## config.mk

```make
export PLATFORM = sky130hd
export DESIGN_NAME = ov7670_video_timing
export DESIGN_NICKNAME = d
export VERILOG_FILES = /design/src/rtl/ov_video_pkg.sv /design/src/rtl/ov_byte_pair.sv /design/src/rtl/ov7670_video_timing.sv
export SDC_FILE = /design/constraint.sdc
export NUM_CORES = 1
export LEC_CHECK = 0
export ABC_AREA = 1
export CAP_MARGIN = 30
export CORE_MARGIN = 2
export CORE_UTILIZATION = 55
export CTS_BUF_LIST = sky130_fd_sc_hd__clkbuf_8
export DETAILED_ROUTE_END_ITERATION = 8
export GPL_TIMING_DRIVEN = 0
export PLACE_DENSITY = 0.94
export SYNTH_ARGS = -nofsm -noshare
export SYNTH_HDL_FRONTEND = slang
export SYNTH_SLANG_ARGS = --single-unit
```

## constraint.sdc

```tcl
create_clock -name clk -period 3 [get_ports clk]
set_input_delay 0.6 -clock clk [delete_from_list [all_inputs] [get_ports clk]]
set_output_delay 0.6 -clock clk [all_outputs]
set_load 0.02 [all_outputs]
```

## src/rtl/ov_video_pkg.sv

```systemverilog
// Shared types and constants for the OV7670 video timing front end.
package ov_video_pkg;

  // Line-capture states: B0 = first byte of a pair held, B1 = pair just completed.
  typedef enum logic [2:0] {
    VBLANK = 3'd0,
    IDLE   = 3'd1,
    B0     = 3'd2,
    B1     = 3'd3,
    HEND   = 3'd4
  } state_t;

  localparam int PIX_CNT_W    = 11;
  localparam int LINE_CNT_W   = 10;
  localparam int H_ACTIVE_DEF = 640;
  localparam int V_ACTIVE_DEF = 480;

  // Counters stop at all-ones so a runaway line/frame cannot wrap back to a plausible value.
  function automatic logic [PIX_CNT_W-1:0] sat_inc_pix(input logic [PIX_CNT_W-1:0] v);
    return (&v) ? v : v + 1'b1;
  endfunction

  function automatic logic [LINE_CNT_W-1:0] sat_inc_line(input logic [LINE_CNT_W-1:0] v);
    return (&v) ? v : v + 1'b1;
  endfunction

endpackage

```

## src/rtl/ov_byte_pair.sv

```systemverilog
// Pairs consecutive camera bytes into one 16-bit YUV422 word.
// The phase bit tracks whether the first byte of a pair is being held; a line
// that ends with the phase set had an odd byte count and its lone byte is dropped.
module ov_byte_pair #(
  parameter bit BYTE_SWAP = 1'b0
) (
  input  logic        clk,
  input  logic        reset,
  input  logic [7:0]  din_q,
  input  logic        take,
  input  logic        flush,
  output logic [15:0] word,
  output logic        strobe,
  output logic        odd
);

  logic       phase;
  logic [7:0] hold;

  // Toggle the phase on every accepted byte and park the first byte of each pair.
  always_ff @(posedge clk or negedge reset) begin
    if (!reset) begin
      phase <= 1'b0;
      hold  <= 8'h00;
    end else if (flush) begin
      phase <= 1'b0;
    end else if (take) begin
      phase <= ~phase;
      if (!phase) hold <= din_q;
    end
  end

  // Word is complete when the second byte arrives while the first is held.
  always_comb begin
    word   = BYTE_SWAP ? {din_q, hold} : {hold, din_q};
    strobe = take & phase;
    odd    = phase;
  end

endmodule

```

## src/rtl/ov7670_video_timing.sv

```systemverilog
// OV7670 byte bus to video-in adapter: pairs bytes into YUV422 words,
// regenerates aligned active/blank/sync, counts pixels and lines, and keeps
// sticky flags for malformed lines and frames.
// Build option OV_TEST_PATTERN_EN adds input test_en, which replaces the
// camera data with a horizontal luma ramp {pixel number, 8'h80}.
module ov7670_video_timing
  import ov_video_pkg::*;
#(
  parameter int H_ACTIVE  = H_ACTIVE_DEF,
  parameter int V_ACTIVE  = V_ACTIVE_DEF,
  parameter int HSYNC_W   = 4,
  parameter bit BYTE_SWAP = 1'b0
) (
  input  logic                  clk,
  input  logic                  reset,
  input  logic [7:0]            din,
  input  logic                  href,
  input  logic                  vsync,
`ifdef OV_TEST_PATTERN_EN
  input  logic                  test_en,
`endif
  input  logic                  clr_err,
  output logic [15:0]           vid_data,
  output logic                  vid_valid,
  output logic                  vid_active,
  output logic                  vid_hblank,
  output logic                  vid_hsync,
  output logic                  vid_vblank,
  output logic                  vid_vsync,
  output logic [PIX_CNT_W-1:0]  pixel_count,
  output logic [LINE_CNT_W-1:0] line_count,
  output logic                  frame_done,
  output logic                  err_line,
  output logic                  err_frame
);

  localparam logic [3:0]            HS_LAST = 4'(HSYNC_W - 1);
  localparam logic [PIX_CNT_W-1:0]  H_EXP   = PIX_CNT_W'(H_ACTIVE);
  localparam logic [LINE_CNT_W-1:0] V_EXP   = LINE_CNT_W'(V_ACTIVE);

  logic [7:0]           din_q;
  logic                 href_q;
  logic                 vsync_q;
  state_t               state;
  state_t               state_next;
  logic                 take;
  logic                 line_end;
  logic                 flush;
  logic [3:0]           hs_cnt;
  logic [15:0]          pair_word;
  logic                 pair_done;
  logic                 pair_odd;
  logic [15:0]          pix_word;
  logic [PIX_CNT_W-1:0] pc_inc;
  logic                 vsync_rise;
  logic                 line_bad;
  logic                 hend_overlap;

  // Register the raw camera inputs once; every edge decision uses these copies.
  always_ff @(posedge clk or negedge reset) begin
    if (!reset) begin
      din_q   <= 8'h00;
      href_q  <= 1'b0;
      vsync_q <= 1'b0;
    end else begin
      // NOTE: non-blocking so every flop samples the pre-edge values together.
      din_q   <= din;
      href_q  <= href;
      vsync_q <= vsync;
    end
  end

  // State register; reset parks the FSM in vertical blank.
  always_ff @(posedge clk or negedge reset) begin
    if (!reset) state <= VBLANK;
    else        state <= state_next;
  end

  // Next state plus per-edge byte-accept and line-end decisions.
  always_comb begin
    // NOTE: every output gets a default first so no path infers a latch.
    state_next = state;
    take       = 1'b0;
    line_end   = 1'b0;
    if (vsync_q) begin
      state_next = VBLANK;
    end else begin
      unique case (state)
        VBLANK: state_next = IDLE;
        IDLE: begin
          if (href_q) begin
            take       = 1'b1;
            state_next = B0;
          end
        end
        B0: begin
          if (href_q) begin
            take       = 1'b1;
            state_next = B1;
          end else begin
            line_end   = 1'b1;
            state_next = HEND;
          end
        end
        B1: begin
          if (href_q) begin
            take       = 1'b1;
            state_next = B0;
          end else begin
            line_end   = 1'b1;
            state_next = HEND;
          end
        end
        HEND: begin
          if (hs_cnt == HS_LAST) state_next = IDLE;
        end
        default: state_next = VBLANK;
      endcase
    end
  end

  // Any vertical blank or line end discards a half-assembled pair.
  assign flush = vsync_q | line_end;

  ov_byte_pair #(
    .BYTE_SWAP (BYTE_SWAP)
  ) u_byte_pair (
    .clk    (clk),
    .reset  (reset),
    .din_q  (din_q),
    .take   (take),
    .flush  (flush),
    .word   (pair_word),
    .strobe (pair_done),
    .odd    (pair_odd)
  );

  assign pc_inc = sat_inc_pix(pixel_count);

`ifdef OV_TEST_PATTERN_EN
  assign pix_word = test_en ? {pc_inc[7:0], 8'h80} : pair_word;
`else
  assign pix_word = pair_word;
`endif

  assign vsync_rise   = vsync_q & ~vid_vsync;
  assign line_bad     = line_end & (pair_odd | (pixel_count != H_EXP));
  assign hend_overlap = (state == HEND) & href_q & ~vid_active & ~vsync_q;

  // Hsync width counter, running only while the FSM sits in HEND.
  always_ff @(posedge clk or negedge reset) begin
    if (!reset)              hs_cnt <= 4'd0;
    else if (state != HEND)  hs_cnt <= 4'd0;
    else                     hs_cnt <= hs_cnt + 4'd1;
  end

  // Video outputs, all one register stage behind the sampled inputs.
  always_ff @(posedge clk or negedge reset) begin
    if (!reset) begin
      vid_data   <= 16'h0000;
      vid_valid  <= 1'b0;
      vid_active <= 1'b0;
      vid_hblank <= 1'b0;
      vid_hsync  <= 1'b0;
      vid_vblank <= 1'b0;
      vid_vsync  <= 1'b0;
      frame_done <= 1'b0;
    end else begin
      vid_valid  <= pair_done;
      if (pair_done) vid_data <= pix_word;
      vid_active <= href_q;
      vid_hblank <= ~href_q & ~vsync_q;
      vid_hsync  <= (state_next == HEND);
      vid_vblank <= vsync_q;
      vid_vsync  <= vsync_q;
      frame_done <= vsync_rise;
    end
  end

  // Pixel and line counters; line count is read out with frame_done, then cleared.
  always_ff @(posedge clk or negedge reset) begin
    if (!reset) begin
      pixel_count <= '0;
      line_count  <= '0;
    end else begin
      if (state == IDLE && take) pixel_count <= '0;
      else if (pair_done)        pixel_count <= pc_inc;
      if (frame_done)            line_count  <= '0;
      else if (line_end)         line_count  <= sat_inc_line(line_count);
    end
  end

  // Sticky error flags; a set event in the same cycle as clr_err wins.
  always_ff @(posedge clk or negedge reset) begin
    if (!reset) begin
      err_line  <= 1'b0;
      err_frame <= 1'b0;
    end else begin
      err_line  <= line_bad | hend_overlap | (err_line & ~clr_err);
      err_frame <= (vsync_rise & (line_count != V_EXP)) | (err_frame & ~clr_err);
    end
  end

endmodule
```

---- Word-level counts from Yosys, hierarchy flattened ----
Cells that the tools add are included.
cells by class
  $add $sub $neg .......................... 3
  $mul .................................... 0
  div/mod/pow operators ................... 0
  magnitude comparators ................... 0
  eq/ne operators ......................... 11
  shifts and indexed selects .............. 0
  muxes and demuxes ....................... 21
  bitwise operators ....................... 22
  reduce and logical (&&, ||, !) cells .... 12
operators with widths
  operator                                         count
  two-way mux 11 bit                               3
  two-way mux 10 bit                               3
  two-way mux 3 bit                                5
  one-hot mux 3 bit (5 select lines)               1
  adder 11 x 1 -> 11 bit, second input constant    1
  != test 11 x 10 -> 1 bit, second input constant  1
  AND reduction 11 bit                             1
  adder 10 x 1 -> 10 bit, second input constant    1
  bitwise AND 1 bit                                10
  != test 10 x 9 -> 1 bit, second input constant   1
  AND reduction 10 bit                             1
  two-way mux 1 bit                                8
  NOT 1 bit                                        7
  == test 3 x 2 -> 1 bit, second input constant    2
  == test 3 bit, second input constant             2
  nonzero test 2 bit                               3
  OR 1 bit                                         5
  adder 4 x 1 -> 4 bit, second input constant      1
  == test 4 x 2 -> 1 bit, second input constant    1
  two-way mux 4 bit                                1
  AND reduction 2 bit                              2
  == test 3 x 1 -> 1 bit, second input constant    1
  logical NOT 3 bit                                1
  != test 3 bit, second input constant             1
  6 further kinds                                  6
word-level totals
  register bits after elaboration ......... 71
  bits in latches ......................... 0
  bits in writable memories ............... 0
  bits in read-only memories .............. 0
  bits of input ports ..................... 13
  output and inout bits ................... 46
  logic and storage cells ................. 87
  memories kept ........................... 0

---- Depth between registers and ports, before layout ----
  depth in word-level cells ............... 7
  depth in mapped cells ................... 9

---- By module ----
From an unflattened synthesis, not the netlist that was laid out.
unflattened totals
  cells, all modules ...................... 392
  area total of the unflattened synthesis .. 3298.2 um2
by module, submodules not included
  module               instances  cells each  area an instance (um2)
  ov7670_video_timing  1          342         2849.0
  ov_byte_pair         1          50          449.2

---- Worst setup path after synthesis ----
No wires, ideal clock.
  path type ............................... register -> register
  start point ............................. register line_count[1]
  end point ............................... register line_count[9]
  arrival time ............................ 1.450 ns
  setup slack ............................. 1.484 ns
  cell stages (with the launch flop) ...... 10
  buffers on the path ..................... 0
  cells stage by stage .................... dfrtp_1 > ha_1 > nand2_1 > nor2_1 > nand3_1 > nand2_2 > nand2_4 > clkinv_2 > nand2_1 > nand2_1
on the way
  longest elaborated chain between the ends .. 4
  elaborated cells on any way between the ends .. 7
  classes of those cells .................. add/sub: 1; eq/ne: 1; mux: 3; reduce/logical: 2
ends and longest elaborated chain
  what                    line                        text
  start, declared         ov7670_video_timing.sv:31   output logic [LINE_CNT_W-1:0] line_count,
  start signal, assigned  ov7670_video_timing.sv:189  else if (line_end) line_count <= sat_inc_line(line_count);
  adder 10 x 1 -> 10 bit  ov_video_pkg.sv:24          return (&v) ? v : v + 1'b1;
  two-way mux 10 bit      ov_video_pkg.sv:24
  two-way mux 10 bit      ov7670_video_timing.sv:189
  two-way mux 10 bit      ov7670_video_timing.sv:188  if (frame_done) line_count <= '0;
Several ways; a longest one is shown, not always the timed one. The select of a mux whose other input is x is not followed.
A chain may end at the register's enable or synchronous reset.

---- Final worst setup path ----
  start point ............................. register line_count[5]
  end point ............................... output line_count[5]
No word-level cell between the ends.

==> out/summary.txt <==
Status - finished, final reports clean
Reg-to-reg endpoint - pixel_count[1]$_DFFE_PN0P_
Critical path data arrival time - 1480 ps
CP Launch Point - line_count[5]$_DFFE_PN0P_
Antenna Nets Post-Route - 0
Final nets - 454
Die Width - 80.5 µm
Starting Density - 57.7%
WL met3 - 402 µm
Cell family with most CP delay - buffers and inverters
TritonCTS buffer count - 9
RePlAce Congestion - 0.900
H-tree levels - 3
Crit-path max FO - 8
Share of cells above drive strength 1 - 9.98%
Area growth syn-to-layout - 26.4%
Worst hold margin - 367 ps
Unrepaired setup endpoints after global routing - false
Max Cap Violations - 0
Yosys warning count - 0
Routed wl met2 - 3.68 mm
Initial antenna violation count - 0
Site Rows - 27
First-pass GRT wire length - 11.9 mm
Final worst setup slack - 915 ps
Most common cell after layout, fill and taps aside - nand2_1
WL per Instance - 13.9 µm
Slowest CP cell - clkdlybuf4s50_1
Die area - 6480 µm²
Clock root cell - clkbuf_8
Post-Route WL - 7.13 mm
Reg2Reg Launch Point - pixel_count[0]$_DFFE_PN0P_
WL met1 - 2.91 mm
Final setup violation count - 0
Peak Freq - 0.480 GHz
N_diodes - 0
CTS max path bufs - 2
Power after layout - 2410 µW
Post-DR vias/cell - 5.34
Sequential element share of the synthesized area - 55.2%
Crit path kind - register to primary output
DP Worst Slack - 1280 ps
P_leak - 0.00195 µW
CP peak stage delay - 650 ps
Avg Inst Size Synth - 8.77 µm²
Final worst path period share - 69.5%
Post-synth cell types - 33
Cts hold-fix bufs - 0
Power Density - 593 nW/µm²
Top layer in use - met4
Minimum clock period - 2080 ps
Post-route DRC - 0
Total GRT Usage - 24.3%
Post-Syn Area - 3220 µm²
Worst Path Buf+Inv - 1
CP cell instances - clkdlybuf4s50_1
Clock transition at path regs - 80 ps
TritonCTS clock tree - yes
Peak VDD IR - 0.488 mV
IO Pins - 59
HPWL Detailed - 4.91 mm
Setup TNS - 0 ps
Crit end category - primary output
Syn nets - 385
Count of input and output buffers - 58
Clock sink count - 71
Final Hold Fails - 0
Most frequent cells in the layout - nand2_1 (126), dfrtp_1 (71), clkdlybuf4s50_1 (57)
Clock skew - 9.33 ps
Worst reg2reg setup slack - 1330 ps
Grt ovf - 0
First-pass iteration count of the detailed router - 4
Final core occ - 73.0%
Core ar. - 5570 µm²
Largest net degree at the start of global routing - 72
Clk Latency, worst-skew pair - 340 ps
Rel. slew slack - 43.0%
CP Data Required Time - 2400 ps
Number of synthesized register bits - 71
Vias in the first global route - 2631
Die Ht - 80.5 µm
Actual slew at the worst max-slew pin - 856 ps
Startpoint Class - register
Initial DRC Count - 161
R2r worst-path depth - 8
Worst hold-check path type - primary input to async pin
Fin. max-slew vios - 0
Post-CTS setup buffers - 0
Post-Synthesis Cells - 367
Vias - 2738
Post-CTS Resized - 0
==> area by class of cell <==
type / count / area [µm²]
clock inverter: 6 / 43.8
multi-input combinational: 250 / 1240
timing repair buffer: 58 / 578
fill: 407 / 1510
tap: 72 / 90.1
clock buffer: 10 / 138
sequential: 71 / 1780
inverter: 39 / 148
buffer: 7 / 47.5
==> where the power goes <==
part | switching [µW] | internal [µW]
Sequential | 89.5 | 1090
Combinational | 301 | 238
Clock | 369 | 325
Total | 760 | 1650
==> state kept, by name, summed over array words and instances (netlist names) <==
| register | cells |
|---|---|
| vid_data | 16 |
| err_line | 1 |
| hs_cnt | 4 |
| frame_done | 1 |
| vid_vsync | 1 |
| u_byte_pair.odd | 1 |
| line_count | 10 |
| state | 3 |
| u_byte_pair.hold | 8 |
| vid_hsync | 1 |
| din_q | 8 |
| err_frame | 1 |
| pixel_count | 11 |
| vid_active | 1 |
| vid_hblank | 1 |
| href_q | 1 |
| vsync_q | 1 |
| vid_valid | 1 |
==> worst max-delay path by stage <==
stage,end,cells after the start
2_1_floorplan,line_count[9]$_DFFE_PN0P_,9
3_3_place_gp,din_q[1]$_DFF_PN0_,1
3_5_place_dp,line_count[5],1
4_1_cts,line_count[5],1
5_1_grt,pixel_count[6],1
6_report,line_count[5],1
==> kinds of logic after synthesis <==
| family | share of synthesized area [%] |
|---|---|
| adders and majority gates | 1.94 |
| AOI/OAI and AO/OA | 5.29 |
| xor gates and xnor gates | 1.63 |
| buffers and inverters | 6.07 |
| DFF | 55.2 |
| and+or+nand+nor | 29.8 |
==> routing by layer <==
layer,global-route usage (%),vias to the layer above
li1,-,1306
met1,30.1,1323
met3,4.94,16
met2,41.3,93
met5,0,-
met4,10.3,0
==> synthesized netlist by cell type (all sizes together) <==
| cell type | number | area, µm² |
|---|---|---|
| clkinv | 1 | 5.00 |
| ha | 5 | 62.6 |
| xor2 | 5 | 43.8 |
| a31oi | 1 | 6.26 |
| clkbuf | 1 | 3.75 |
| or2 | 4 | 25.0 |
| nand3 | 38 | 228 |
| o21bai | 1 | 7.51 |
| nand4 | 9 | 71.3 |
| buf | 6 | 43.8 |
| nor3 | 1 | 5.00 |
| o21ai | 21 | 116 |
| a21boi | 1 | 7.51 |
| inv | 38 | 143 |
| a21oi | 5 | 25.0 |
| nor2 | 27 | 128 |
| nand2 | 130 | 503 |
| xnor2 | 1 | 8.76 |
| o31ai | 1 | 7.51 |
| dfrtp | 71 | 1780 |
==> per-stage QoR <==
step / cells / area, µm²
floorplan: 367 / 3220
finish: 513 / 4070
CTS: 513 / 4070
detailed placement: 497 / 3880
global route: 513 / 4070
global placement: 497 / 3890
(Power assumes the default switching activity.)
